**config.mk**
```make
export PLATFORM = sky130hd
export DESIGN_NAME = ec_mem_ctrl_flat
export DESIGN_NICKNAME = d
export VERILOG_FILES = /design/src/rtl/ec_mem_ctrl_if.sv /design/src/rtl/ec_mem_ctrl.sv /design/src/flat_wrapper.sv
export SDC_FILE = /design/constraint.sdc
export NUM_CORES = 1
export LEC_CHECK = 0
export ABC_CLOCK_PERIOD_IN_PS = 1750
export BUFFER_PORTS_ARGS = -buffer_cell sky130_fd_sc_hd__buf_4
export CORE_MARGIN = 10
export CORE_UTILIZATION = 25
export CTS_BUF_LIST = sky130_fd_sc_hd__clkbuf_4
export CTS_CLUSTER_DIAMETER = 40
export DETAILED_ROUTE_END_ITERATION = 12
export SLEW_MARGIN = 15
export SYNTH_ARGS = -nofsm -noshare
export SYNTH_HDL_FRONTEND = slang
export SYNTH_SLANG_ARGS = --single-unit
```
**constraint.sdc**
```tcl
create_clock -name clk -period 1.75 [get_ports clk]
set_input_delay 0.0875 -clock clk [delete_from_list [all_inputs] [get_ports clk]]
set_output_delay 0.0875 -clock clk [all_outputs]
set_load 0.005 [all_outputs]
```
**src/rtl/ec_mem_ctrl_if.sv**
```systemverilog
// SRAM-like data bus between the ec-stage memory controller and the data memory.
// Request phase: req/wr/size/addr/wdata held until addr_ok.
// Response phase: data_ok/rdata, returned strictly after the request's addr_ok.
interface ec_mem_ctrl_if;
   logic        data_req;
   logic        data_wr;
   logic [1:0]  data_size;
   logic [31:0] data_addr;
   logic [31:0] data_wdata;
   logic        data_addr_ok;
   logic        data_data_ok;
   logic [31:0] data_rdata;

   modport master (
      output data_req, data_wr, data_size, data_addr, data_wdata,
      input  data_addr_ok, data_data_ok, data_rdata
   );

   modport slave (
      input  data_req, data_wr, data_size, data_addr, data_wdata,
      output data_addr_ok, data_data_ok, data_rdata
   );
endinterface

```
**src/rtl/ec_mem_ctrl.sv**
```systemverilog
// ec-stage data-side memory access controller.
// Issues one bus transaction per ec memory instruction, holds the pipeline
// until the response is in, and presents the response to the ec->wb register.
// Responses that belong to an instruction killed by refresh are drained and
// dropped, so a new access never overlaps a stale outstanding response.
module ec_mem_ctrl (
   input  logic          clk,
   input  logic          reset,
   input  logic          stall,
   input  logic          refresh,
   input  logic          mem_en,
   input  logic          mem_wen,
   input  logic [1:0]    mem_size,
   input  logic [31:0]   mem_addr,
   input  logic [31:0]   mem_wdata,
   output logic          mem_stall,
   ec_mem_ctrl_if.master bus,
   output logic          ec_data_ok,
   output logic [31:0]   ec_data_rdata
);

   typedef enum logic [2:0] {
      S_IDLE  = 3'd0,
      S_REQ   = 3'd1,
      S_WAIT  = 3'd2,
      S_DONE  = 3'd3,
      S_DRAIN = 3'd4
   } state_t;

   state_t      state_q;
   logic        killed_q;
   logic        data_req_q;
   logic        data_wr_q;
   logic [1:0]  data_size_q;
   logic [31:0] data_addr_q;
   logic [31:0] data_wdata_q;
   logic        ec_data_ok_q;
   logic [31:0] ec_data_rdata_q;

   // Transaction FSM with registered bus request and response outputs.
   always_ff @(posedge clk) begin
      if (reset) begin
         state_q         <= S_IDLE;
         killed_q        <= 1'b0;
         data_req_q      <= 1'b0;
         data_wr_q       <= 1'b0;
         data_size_q     <= 2'd0;
         data_addr_q     <= 32'd0;
         data_wdata_q    <= 32'd0;
         ec_data_ok_q    <= 1'b0;
         ec_data_rdata_q <= 32'd0;
      end else begin
         case (state_q)
            S_IDLE: begin
               killed_q <= 1'b0;
               if (mem_en && !refresh) begin
                  data_req_q   <= 1'b1;
                  data_wr_q    <= mem_wen;
                  data_size_q  <= mem_size;
                  data_addr_q  <= mem_addr;
                  data_wdata_q <= mem_wdata;
                  state_q      <= S_REQ;
               end
            end
            S_REQ: begin
               // The request cannot be withdrawn once presented; a kill is
               // remembered and resolved after the bus accepts it.
               if (bus.data_addr_ok) begin
                  data_req_q <= 1'b0;
                  if (refresh || killed_q) state_q <= S_DRAIN;
                  else                     state_q <= S_WAIT;
               end else if (refresh) begin
                  killed_q <= 1'b1;
               end
            end
            S_WAIT: begin
               if (bus.data_data_ok) begin
                  if (refresh) begin
                     killed_q <= 1'b0;
                     state_q  <= S_IDLE;
                  end else begin
                     ec_data_ok_q    <= 1'b1;
                     ec_data_rdata_q <= bus.data_rdata;
                     state_q         <= S_DONE;
                  end
               end else if (refresh) begin
                  state_q <= S_DRAIN;
               end
            end
            S_DRAIN: begin
               if (bus.data_data_ok) begin
                  killed_q <= 1'b0;
                  state_q  <= S_IDLE;
               end
            end
            S_DONE: begin
               if (!stall || refresh) begin
                  ec_data_ok_q <= 1'b0;
                  killed_q     <= 1'b0;
                  state_q      <= S_IDLE;
               end
            end
            default: begin
               state_q    <= S_IDLE;
               killed_q   <= 1'b0;
               data_req_q <= 1'b0;
            end
         endcase
      end
   end

   // Pipeline hold: a new access about to issue, or any transaction in flight.
   always_comb begin
      mem_stall = ((state_q == S_IDLE) && mem_en && !refresh) ||
                  (state_q == S_REQ) || (state_q == S_WAIT) ||
                  (state_q == S_DRAIN);
   end

   assign bus.data_req   = data_req_q;
   assign bus.data_wr    = data_wr_q;
   assign bus.data_size  = data_size_q;
   assign bus.data_addr  = data_addr_q;
   assign bus.data_wdata = data_wdata_q;
   assign ec_data_ok     = ec_data_ok_q;
   assign ec_data_rdata  = ec_data_rdata_q;

endmodule

```
**src/flat_wrapper.sv**
```systemverilog
// flat-port wrapper written by rule: the top's interface ports become plain ports
module ec_mem_ctrl_flat 
  (clk, reset, stall, refresh, mem_en, mem_wen, mem_size, mem_addr, mem_wdata, mem_stall, ec_data_ok, ec_data_rdata, bus_data_req, bus_data_wr, bus_data_size, bus_data_addr, bus_data_wdata, bus_data_addr_ok, bus_data_data_ok, bus_data_rdata);
  ec_mem_ctrl_if bus_i ();
  input  logic clk;
  input  logic reset;
  input  logic stall;
  input  logic refresh;
  input  logic mem_en;
  input  logic mem_wen;
  input  logic [1:0] mem_size;
  input  logic [31:0] mem_addr;
  input  logic [31:0] mem_wdata;
  output logic mem_stall;
  output logic ec_data_ok;
  output logic [31:0] ec_data_rdata;
  output wire logic [$bits(bus_i.data_req)-1:0] bus_data_req;
  output wire logic [$bits(bus_i.data_wr)-1:0] bus_data_wr;
  output wire logic [$bits(bus_i.data_size)-1:0] bus_data_size;
  output wire logic [$bits(bus_i.data_addr)-1:0] bus_data_addr;
  output wire logic [$bits(bus_i.data_wdata)-1:0] bus_data_wdata;
  input wire logic [$bits(bus_i.data_addr_ok)-1:0] bus_data_addr_ok;
  input wire logic [$bits(bus_i.data_data_ok)-1:0] bus_data_data_ok;
  input wire logic [$bits(bus_i.data_rdata)-1:0] bus_data_rdata;
  assign bus_data_req = bus_i.data_req;
  assign bus_data_wr = bus_i.data_wr;
  assign bus_data_size = bus_i.data_size;
  assign bus_data_addr = bus_i.data_addr;
  assign bus_data_wdata = bus_i.data_wdata;
  assign bus_i.data_addr_ok = bus_data_addr_ok;
  assign bus_i.data_data_ok = bus_data_data_ok;
  assign bus_i.data_rdata = bus_data_rdata;
  ec_mem_ctrl u_core (.clk(clk), .reset(reset), .stall(stall), .refresh(refresh), .mem_en(mem_en), .mem_wen(mem_wen), .mem_size(mem_size), .mem_addr(mem_addr), .mem_wdata(mem_wdata), .mem_stall(mem_stall), .bus(bus_i), .ec_data_ok(ec_data_ok), .ec_data_rdata(ec_data_rdata));
endmodule
```
==> flow_metrics.env, run 1 <==
export IMPL_clock_power_share_pct=22.8
export IMPL_grt_overflow=0
export IMPL_die_w_um=144
export IMPL_drtIter0Drc=193
export IMPL_status="finished clean"
export IMPL_slew_violations=0
export IMPL_cts_root_buffer="clkbuf_4"
export IMPL_area_growth_synth_to_final_pct=79.7
export IMPL_die_h_um=144
export IMPL_p_comb_share_pct=28.9
export IMPL_worstSkewPairLatency_ns=0.47
export IMPL_yosys_warnings=0
export IMPL_netlist_instances=488
export IMPL_tightest_slew_ns=0.648
export IMPL_drv_cap=0
export IMPL_pin_count=208
export IMPL_relSlewSlack_pct=56.8
export IMPL_io_buffers=207
export IMPL_synthMuxAreaShare_pct=0.809
export IMPL_cp_max_fo=4
export IMPL_core_area_um2=15200
export IMPL_period_share_pct=99.9
export IMPL_p_sw_mw=1.56
export IMPL_grt_setup_unrepaired="true"
export IMPL_vias_per_cell=4.39
export IMPL_grt_use_total_pct=13.7
export IMPL_finalCriticalPeriod_ns=1.75
export IMPL_ys_seq_area_share_pct=54.3
export IMPL_hold_viol_final=0
export IMPL_antenna_found_initial=0
export IMPL_synth_adder_area_share_pct=0
export IMPL_synth_nets=594
export IMPL_clock_path_buffers=2
export IMPL_grt_start_max_net_pins=60
export IMPL_stdcell_count=988
export IMPL_finalSetupTns_ns=0
export IMPL_min_path_type="input pin to register"
export IMPL_seq_power_share_pct=48.3
export IMPL_crit_arrival_ns=1.66
export IMPL_synth_cell_types=34
export IMPL_syn_area_um2=3870
export IMPL_routed_wl_mm=14.9
export IMPL_globalplace_congestion=0.757
export IMPL_drc=0
export IMPL_worstPathCellList="or4_4 > buf_12 > nand2_4 > buf_6"
export IMPL_postRouteAntennaNets=0
export IMPL_placed_area_um2=5630
export IMPL_worst_setup_path_start_kind="register"
export IMPL_drive_gt1_share_pct=32.4
export IMPL_dp_final_hpwl_mm=9.42
export IMPL_path_class="register to output port"
export IMPL_crit_path_top_delay_cell="or4_4"
export IMPL_cts_reportedPaths_clkPinSlew_ns=0.15
export IMPL_cpPeakStageDelay_ns=0.53
export IMPL_timing_fmax_mhz=572
export IMPL_regArea_um2=2110
export IMPL_syn_avg_cell_area_um2=7.93
export IMPL_ir_worst_vdd_mv=0.570
export IMPL_required_ns=1.66
export IMPL_async_flop_share_pct=0
export IMPL_synth_xor_area_share_pct=0
export IMPL_fin_skew_ns=0.0144
export IMPL_synthSimpleGateAreaFrac_pct=24.2
export IMPL_vias=4333
export IMPL_synth_compound_area_share_pct=15.7
export IMPL_synth_edf_count=0
export IMPL_num_nets_final=901
export IMPL_powerDensity_nw_per_um2=794
export IMPL_multiInputGateArea_um2=1610
export IMPL_p_leak_nw=2.98
export IMPL_ys_seq_elements=105
export IMPL_grt_pass1_vias=4383
export IMPL_htree_levels=3
export IMPL_synth_top_family_by_area="simple AND/OR/NAND/NOR gates"
export IMPL_grt_pass1_wl_mm=22.4
export IMPL_dieArea_um2=20800
export IMPL_dp_cells=860
export IMPL_cts_buffers=9
export IMPL_cts_sinks=105
export IMPL_intPower_mw=3.96
export IMPL_cts_tree="done"
export IMPL_detail_route_wl_per_cell_um=15.1
export IMPL_ys_dominant_reg_cell="dfxtp_1"
export IMPL_initial_utilization_pct=25.4
export IMPL_dr_pass1_iters=4
export IMPL_fp_row_count=45
export IMPL_fin_area_um2=6950
export IMPL_nFillCells=1467
export IMPL_endpoint_kind="output port"
export IMPL_finalSetupViolations=0
export IMPL_swShare_pct=28.3
cell usage in the layout, fill, tap and decap left out, types with 2 or more instances in the layout:
| master | Yosys | final |
|---|---|---|
| a21oi_1 | 99 | 99 |
| a22oi_1 | 2 | 2 |
| and2b_2 | 1 | 2 |
| buf_12 | 0 | 3 |
| buf_4 | 3 | 225 |
| buf_6 | 3 | 2 |
| bufbuf_16 | 0 | 2 |
| clkbuf_4 | 0 | 12 |
| dfxtp_1 | 105 | 102 |
| dfxtp_4 | 0 | 2 |
| dlygate4sd3_1 | 0 | 102 |
| mux2i_1 | 2 | 2 |
| nand2_1 | 202 | 201 |
| nand2b_1 | 6 | 6 |
| nor2_1 | 5 | 5 |
| nor2b_1 | 3 | 3 |
| o21ai_0 | 3 | 2 |
| or4b_1 | 2 | 2 |
power by group through the flow:
stage | combinational [mW] | sequential, mW | clock, mW
finish | 1.59 | 2.67 | 1.26
global placement | 1.21 | 2.71 | 0
detailed placement | 1.21 | 2.71 | 0
CTS | 1.55 | 2.66 | 1.35
global route | 1.74 | 2.69 | 1.46
floorplan | 0.567 | 2.72 | 0
final timing paths:
kind | from | to | slack (ns) | cells past startpoint
max | u_core.state_q[1] | mem_stall | 0.001 | 4
min | refresh | u_core.state_q[1] | 0.06 | 4
max reg2reg | u_core.state_q[1] | u_core.state_q[0] | 0.08 | 5
min reg2reg | u_core.ec_data_rdata[29] | u_core.ec_data_rdata[29] | 0.46 | 2
critical path: cells and delay by family, from the launching register on:
family | cells | cell delay, ns
simple gates | 2 | 0.57
buf+inv | 2 | 0.24
flops | 1 | 0.39
sequential cells by signal, indices dropped and copies added (netlist names):
signal and cells:
u_core.ec_data_rdata 32, u_core.ec_data_ok 1, u_core.bus.data_size 2, u_core.bus.data_wr 1, u_core.bus.data_req 1, u_core.bus.data_addr 32
u_core.state_q 3, u_core.killed_q 1, u_core.bus.data_wdata 32
synth_stat cells (all sizes together) (2+ instances only):
| library cell | n | area [um2] |
|---|---|---|
| a2111oi | 2 | 18.8 |
| a21oi | 99 | 495 |
| a22oi | 2 | 15.0 |
| and2b | 2 | 16.3 |
| buf | 16 | 106 |
| clkbuf | 22 | 82.6 |
| dfxtp | 105 | 2100 |
| mux2i | 2 | 20.0 |
| nand2 | 202 | 758 |
| nand2b | 7 | 51.3 |
| nor2 | 5 | 18.8 |
| nor2b | 3 | 18.8 |
| o21ai | 3 | 15.0 |
| or4 | 2 | 15.0 |
| or4b | 2 | 20.0 |
through the flow:
step	hold slack [ns]	util, %	power (mW)	setup slack (ns)
6_report	0.0587	45.7	5.52	0.00120
5_1_grt	0.0199	45.7	5.89	-0.108
4_1_cts	0.00522	45.5	5.57	-0.0573
3_5_place_dp	0.294	37.0	3.93	0.117
3_3_place_gp	0.294	37.0	3.91	0.142
2_1_floorplan	0.176	-	3.28	0.268
layout make-up:
cell class                      instances  area share, %
Antenna cell                            1         0.0360
Multi-Input combinational cell        344           23.1
Sequential cell                       105           30.4
Inverter                                1         0.0540
Clock buffer                           12           1.30
Tap cell                              188           3.38
Timing Repair Buffer                  334           41.1
Clock inverter                          3          0.612
per-layer routing:
metal / vias to the layer above / wire length, um / GRT usage [%]
li1: 2202 / - / -
met1: 1976 / 5670 / 14.6
met2: 129 / 7530 / 23.3
met3: 26 / 1250 / 6.13
met4: 0 / 429 / 5.37
met5: - / 0 / 0
repair_timing:
action                                  4_1_cts  5_1_grt
pin swaps                                     2        2
endpoints found under the hold margin       102        0
buffers inserted                              5        3
gates cloned                                  2        0
endpoints found under the setup margin        1        2
gates resized for setup                      11        3
hold buffers                                102        0
cell families (layout without fill, tap and decap cells):
family / Yosys count / in the layout
flip-flops: 105 / 105
multiplexers: 3 / 3
AND/OR/NAND/NOR: 228 / 228
AO/OA/AOI/OAI: 113 / 113
buffers and inverters: 39 / 350
other: 0 / 1
Note: power is estimated with default switching activity, not from simulation.
==> inputs of run 2 (changes only) <==
- RECOVER_POWER: not set -> 50
==> run 2 against run 1 <==
Against the previous run: global-route usage is the same; critical path depth is the same; utilization shrank 1.5 points; via count shrank 0.42%; highest routed layer unchanged; hold slack gained 0.0031 ns; worst setup slack gained 0.0034 ns; flip-flop and latch count is the same.
==> flow_metrics.env, run 2 (synthesis results as in run 1) <==
export IMPL_vias=4315
export IMPL_vias_per_cell=4.37
export IMPL_seq_power_share_pct=49.0
export IMPL_worstPathCellList="or4_4 > buf_12 > nand2_4 > buf_6"
export IMPL_hold_path_depth=4
export IMPL_crit_path_top_delay_cell="or4_4"
export IMPL_htree_levels=3
export IMPL_num_nets_final=901
export IMPL_grt_pass1_wl_mm=22.4
export IMPL_grt_use_total_pct=13.7
export IMPL_tightest_slew_ns=0.637
export IMPL_drv_cap=0
export IMPL_cts_tree="done"
export IMPL_setup_ws_ns=0.00455
export IMPL_core_area_um2=15200
export IMPL_dp_final_hpwl_mm=9.42
export IMPL_nFillCells=1517
export IMPL_worst_setup_path_start_kind="register"
export IMPL_cpPeakStageDelay_ns=0.53
export IMPL_routed_wl_mm=14.8
export IMPL_cp_max_fo=4
export IMPL_finalCriticalPeriod_ns=1.75
export IMPL_r2r_start="u_core.state_q[1]"
export IMPL_p_comb_share_pct=27.9
export IMPL_ir_worst_vdd_mv=0.567
export IMPL_period_share_pct=99.7
export IMPL_fin_skew_ns=0.0151
export IMPL_path_class="register to output port"
export IMPL_grt_pass1_vias=4383
export IMPL_clock_path_buffers=2
export IMPL_fp_row_count=45
export IMPL_hold_end="u_core.state_q[1]"
export IMPL_multiInputGateArea_um2=1610
export IMPL_drc=0
export IMPL_min_from="refresh"
export IMPL_area_growth_synth_to_final_pct=73.8
export IMPL_detail_route_wl_per_cell_um=15.0
export IMPL_grt_start_max_net_pins=60
export IMPL_io_buffers=207
export IMPL_cts_root_buffer="clkbuf_4"
export IMPL_powerDensity_nw_per_um2=808
export IMPL_reg2reg_depth=5
export IMPL_required_ns=1.66
export IMPL_regArea_um2=2110
export IMPL_drtIter0Drc=193
export IMPL_min_path_type="input pin to register"
export IMPL_critPathTopFamily="simple AND/OR/NAND/NOR gates"
export IMPL_die_h_um=144
export IMPL_p_sw_mw=1.55
export IMPL_cts_buffers=9
export IMPL_dr_pass1_iters=4
export IMPL_regToRegSetupSlack_ns=0.08
export IMPL_layout_common_cells="nand2_1, buf_4, dlygate4sd3_1, dfxtp_1, a21oi_1"
export IMPL_grt_setup_unrepaired="true"
export IMPL_antenna_found_initial=0
export IMPL_slew_violations=0
export IMPL_hold_viol_final=0
export IMPL_initial_utilization_pct=25.4
export IMPL_drive_gt1_share_pct=24.8
export IMPL_fin_util_pct=44.2
export IMPL_finalSetupViolations=0
export IMPL_crit_buf_inv=2
export IMPL_swShare_pct=28.5
export IMPL_p_leak_nw=2.70
export IMPL_dieArea_um2=20800
export IMPL_status="finished clean"
export IMPL_crit_arrival_ns=1.66
export IMPL_pre_cts_slack_ns=0.117
export IMPL_postRouteAntennaNets=0
export IMPL_layout_cells_most_common="nand2_1"
export IMPL_relSlewSlack_pct=57.5
export IMPL_pin_count=208
export IMPL_endpoint_kind="output port"
export IMPL_cts_sinks=105
export IMPL_finalSetupTns_ns=0
export IMPL_globalplace_congestion=0.757
export IMPL_cts_reportedPaths_clkPinSlew_ns=0.15
export IMPL_intPower_mw=3.88
export IMPL_grt_overflow=0
export IMPL_worstSkewPairLatency_ns=0.46
export IMPL_die_w_um=144
export IMPL_timing_fmax_mhz=573
export IMPL_clock_power_share_pct=23.1
export IMPL_reg2reg_to="u_core.bus.data_addr[31]"
-- run 2: stage by stage --
step           instance area, um2  hold slack [ns]  cells  total power [mW]
6_report                     6720           0.0618    988              5.43
2_1_floorplan                3870            0.176    488              3.28
5_1_grt                      6720           0.0199    987              5.80
3_5_place_dp                 5630            0.294    860              3.93
3_3_place_gp                 5630            0.294    860              3.91
4_1_cts                      6920          0.00522    984              5.57
-- run 2: layer usage --
| metal | track usage, % | vias to the layer above | wire, um |
|---|---|---|---|
| met1 | 14.6 | 1958 | 5730 |
| met5 | 0 | - | 0 |
| met2 | 23.3 | 133 | 7530 |
| met3 | 6.13 | 24 | 1180 |
| li1 | - | 2200 | - |
| met4 | 5.37 | 0 | 383 |
-- run 2: worst max-delay path by stage --
stage / start / endpoint / slack (ns) / cells past startpoint
floorplan: u_core.state_q[2] / u_core.state_q[0] / 0.27 / 5
global placement: u_core.state_q[2] / u_core.bus.data_req / 0.14 / 3
detailed placement: u_core.state_q[0] / u_core.bus.data_req / 0.12 / 3
CTS: u_core.state_q[0] / mem_stall / -0.06 / 4
global route: u_core.state_q[1] / mem_stall / -0.11 / 4
finish: u_core.state_q[1] / mem_stall / 0.005 / 4
-- run 2: final cells by class --
class                      instances  area share (%)
antenna                            1          0.0372
clock buffer                      12            1.34
clock inverter                     3           0.633
inverter                           1          0.0558
multi-input combinational        344            23.9
sequential                       105            31.4
tap                              188            3.50
timing repair buffer             334            39.1
-- run 2: timing repair --
item                                    4_1_cts  5_1_grt
endpoints found under the hold margin       102        0
hold buffers                                102        0
buffers inserted                              5        3
gates cloned                                  2        0
resized for setup                            11        3
pin swaps                                     2        2
endpoints found under the setup margin        1        2
-- run 2: power groups by stage --
stage                     Clock (mW)  Sequential (mW)  Combinational (mW)
after floorplan                    0             2.72               0.567
after global placement             0             2.71                1.21
after detailed placement           0             2.71                1.21
after CTS                       1.35             2.66                1.55
after global routing            1.46             2.69                1.66
final                           1.26             2.66                1.51
-- run 2: worst reg2reg max path, cell delays in order, from the launching register on --
cell       delay [ns]
dfxtp_4          0.39
or4_4            0.53
buf_4            0.17
bufbuf_16        0.31
nand2_1          0.09
a21oi_1          0.06
==> inputs of run 3 (changes only) <==
- CORE_UTILIZATION: 25 -> 46
- PLACE_DENSITY: not set -> 0.82
==> run 3 against run 2 <==
Against the previous run: clock skew grew 0.0072 ns; die area shrank 40%; sequential share of layout area grew 0.63 points; flip-flop and latch count is the same; clock power grew 9.5%; clock-buffer cell count shrank 2; cell area shrank 2.0%; routed wire length grew 5.2%; global-route usage grew 10 points; cell count shrank 8.8%; largest cell class unchanged; largest power group unchanged.
==> flow_metrics.env, run 3 (synthesis results as in run 1) <==
export IMPL_cts_reportedPaths_clkPinSlew_ns=0.16
export IMPL_pre_cts_slack_ns=0.135
export IMPL_crit_buf_inv=1
export IMPL_cts_buffers=9
export IMPL_vias=4598
export IMPL_setup_ws_ns=0.0655
export IMPL_cts_root_buffer="clkbuf_4"
export IMPL_grt_pass1_wl_mm=24.9
export IMPL_required_ns=2.07
export IMPL_tightest_slew_ns=0.443
export IMPL_finalCriticalPeriod_ns=1.68
export IMPL_powerDensity_nw_per_um2=833
export IMPL_die_w_um=112
export IMPL_total_power_mw=5.49
export IMPL_cts_sinks=105
export IMPL_status="finished clean"
export IMPL_period_share_pct=96.3
export IMPL_globalplace_congestion=0.859
export IMPL_layout_cells_most_common="nand2_1"
export IMPL_dp_final_hpwl_mm=9.31
export IMPL_htree_levels=3
export IMPL_route_met3_wl_mm=1.43
export IMPL_ir_worst_vdd_mv=0.589
export IMPL_relSlewSlack_pct=70.5
export IMPL_topRoutingLayerUsed="met4"
export IMPL_critPathTopFamily="simple AND/OR/NAND/NOR gates"
export IMPL_crit_arrival_ns=2.00
export IMPL_fin_skew_ns=0.0223
export IMPL_routed_wl_mm=15.6
export IMPL_dr_pass1_iters=5
export IMPL_crit_path_top_delay_cell="or4b_1"
export IMPL_path_class="register to register"
export IMPL_antenna_found_initial=3
export IMPL_slew_violations=0
export IMPL_initial_utilization_pct=47.1
export IMPL_dieArea_um2=12500
export IMPL_drv_cap=0
export IMPL_postRouteAntennaNets=0
export IMPL_cts_tree="done"
export IMPL_drive_gt1_share_pct=24.5
export IMPL_worstPathCellList="buf_4 > or4b_1 > o22ai_2 > nor2_1 > mux2_2"
export IMPL_p_leak_nw=2.67
export IMPL_grt_setup_unrepaired="false"
export IMPL_grt_start_max_net_pins=68
export IMPL_nFillCells=537
export IMPL_wl_met1_mm=5.58
export IMPL_finalSetupTns_ns=0
export IMPL_cp_max_fo=5
export IMPL_detail_route_wl_per_cell_um=17.3
export IMPL_fp_row_count=33
export IMPL_vias_per_cell=5.10
export IMPL_hold_viol_final=0
export IMPL_cpPeakStageDelay_ns=0.53
export IMPL_area_growth_synth_to_final_pct=70.3
export IMPL_placed_area_um2=5520
export IMPL_worstSkewPairLatency_ns=0.42
export IMPL_grt_pass1_vias=4855
export IMPL_die_h_um=112
export IMPL_drtIter0Drc=338
export IMPL_grt_use_total_pct=23.9
export IMPL_drc=0
export IMPL_layout_common_cells="nand2_1, buf_4, dlygate4sd3_1, dfxtp_1, a21oi_1"
export IMPL_regArea_um2=2110
export IMPL_pin_count=208
export IMPL_clock_path_buffers=2
export IMPL_fin_area_um2=6590
export IMPL_worst_setup_path_start_kind="register"
export IMPL_wl_met2_mm=8.02
export IMPL_io_buffers=207
export IMPL_min_path_type="input pin to register"
export IMPL_endpoint_kind="register"
export IMPL_fin_util_pct=80.2
export IMPL_timing_fmax_mhz=594
export IMPL_core_area_um2=8220
export IMPL_multiInputGateArea_um2=1610
export IMPL_grt_overflow=0
export IMPL_finalSetupViolations=0
export IMPL_num_nets_final=895
## run 3: stage by stage
| stage | cells | hold slack, ns |
|---|---|---|
| after floorplan | 488 | 0.176 |
| after global placement | 776 | 0.289 |
| after detailed placement | 776 | 0.289 |
| after CTS | 898 | 0.0630 |
| after global routing | 901 | 0.0869 |
| final | 901 | 0.0875 |
## run 3: path summary, 6_finish.rpt
path | endpoint | cells past startpoint | startpoint | slack, ns
worst max-delay path | u_core.state_q[0] | 5 | u_core.state_q[0] | 0.07
worst min-delay path | u_core.bus.data_addr[16] | 2 | reset | 0.09
worst max register to register | u_core.state_q[0] | 5 | u_core.state_q[0] | 0.07
worst min register to register | u_core.bus.data_addr[15] | 2 | u_core.bus.data_addr[15] | 0.46
## run 3: layout make-up
cell class,instances,area share [%]
clock inverter,5,1.22
multi-input combinational,344,24.4
inverter,1,0.0570
clock buffer,10,1.14
sequential,105,32.0
timing repair buffer,328,39.0
antenna,3,0.114
tap,105,1.99
## run 3: what timing repair did
action	in CTS	in global routing
pin swaps	1	1
resized for setup	13	3
gates cloned	1	0
hold endpoints to repair	103	0
endpoints found under the setup margin	1	2
hold buffers	103	0
setup buffers	3	1
## run 3: where the power goes
part / internal [mW] / switching, mW
logic: 0.758 / 0.677
registers: 2.57 / 0.103
clock network: 0.591 / 0.786
## run 3: layer usage
| metal | vias to the layer above | track usage, % |
|---|---|---|
| met5 | - | 0 |
| met3 | 46 | 9.29 |
| met1 | 2131 | 24.2 |
| met2 | 234 | 43.0 |
| li1 | 2187 | - |
| met4 | 0 | 9.68 |
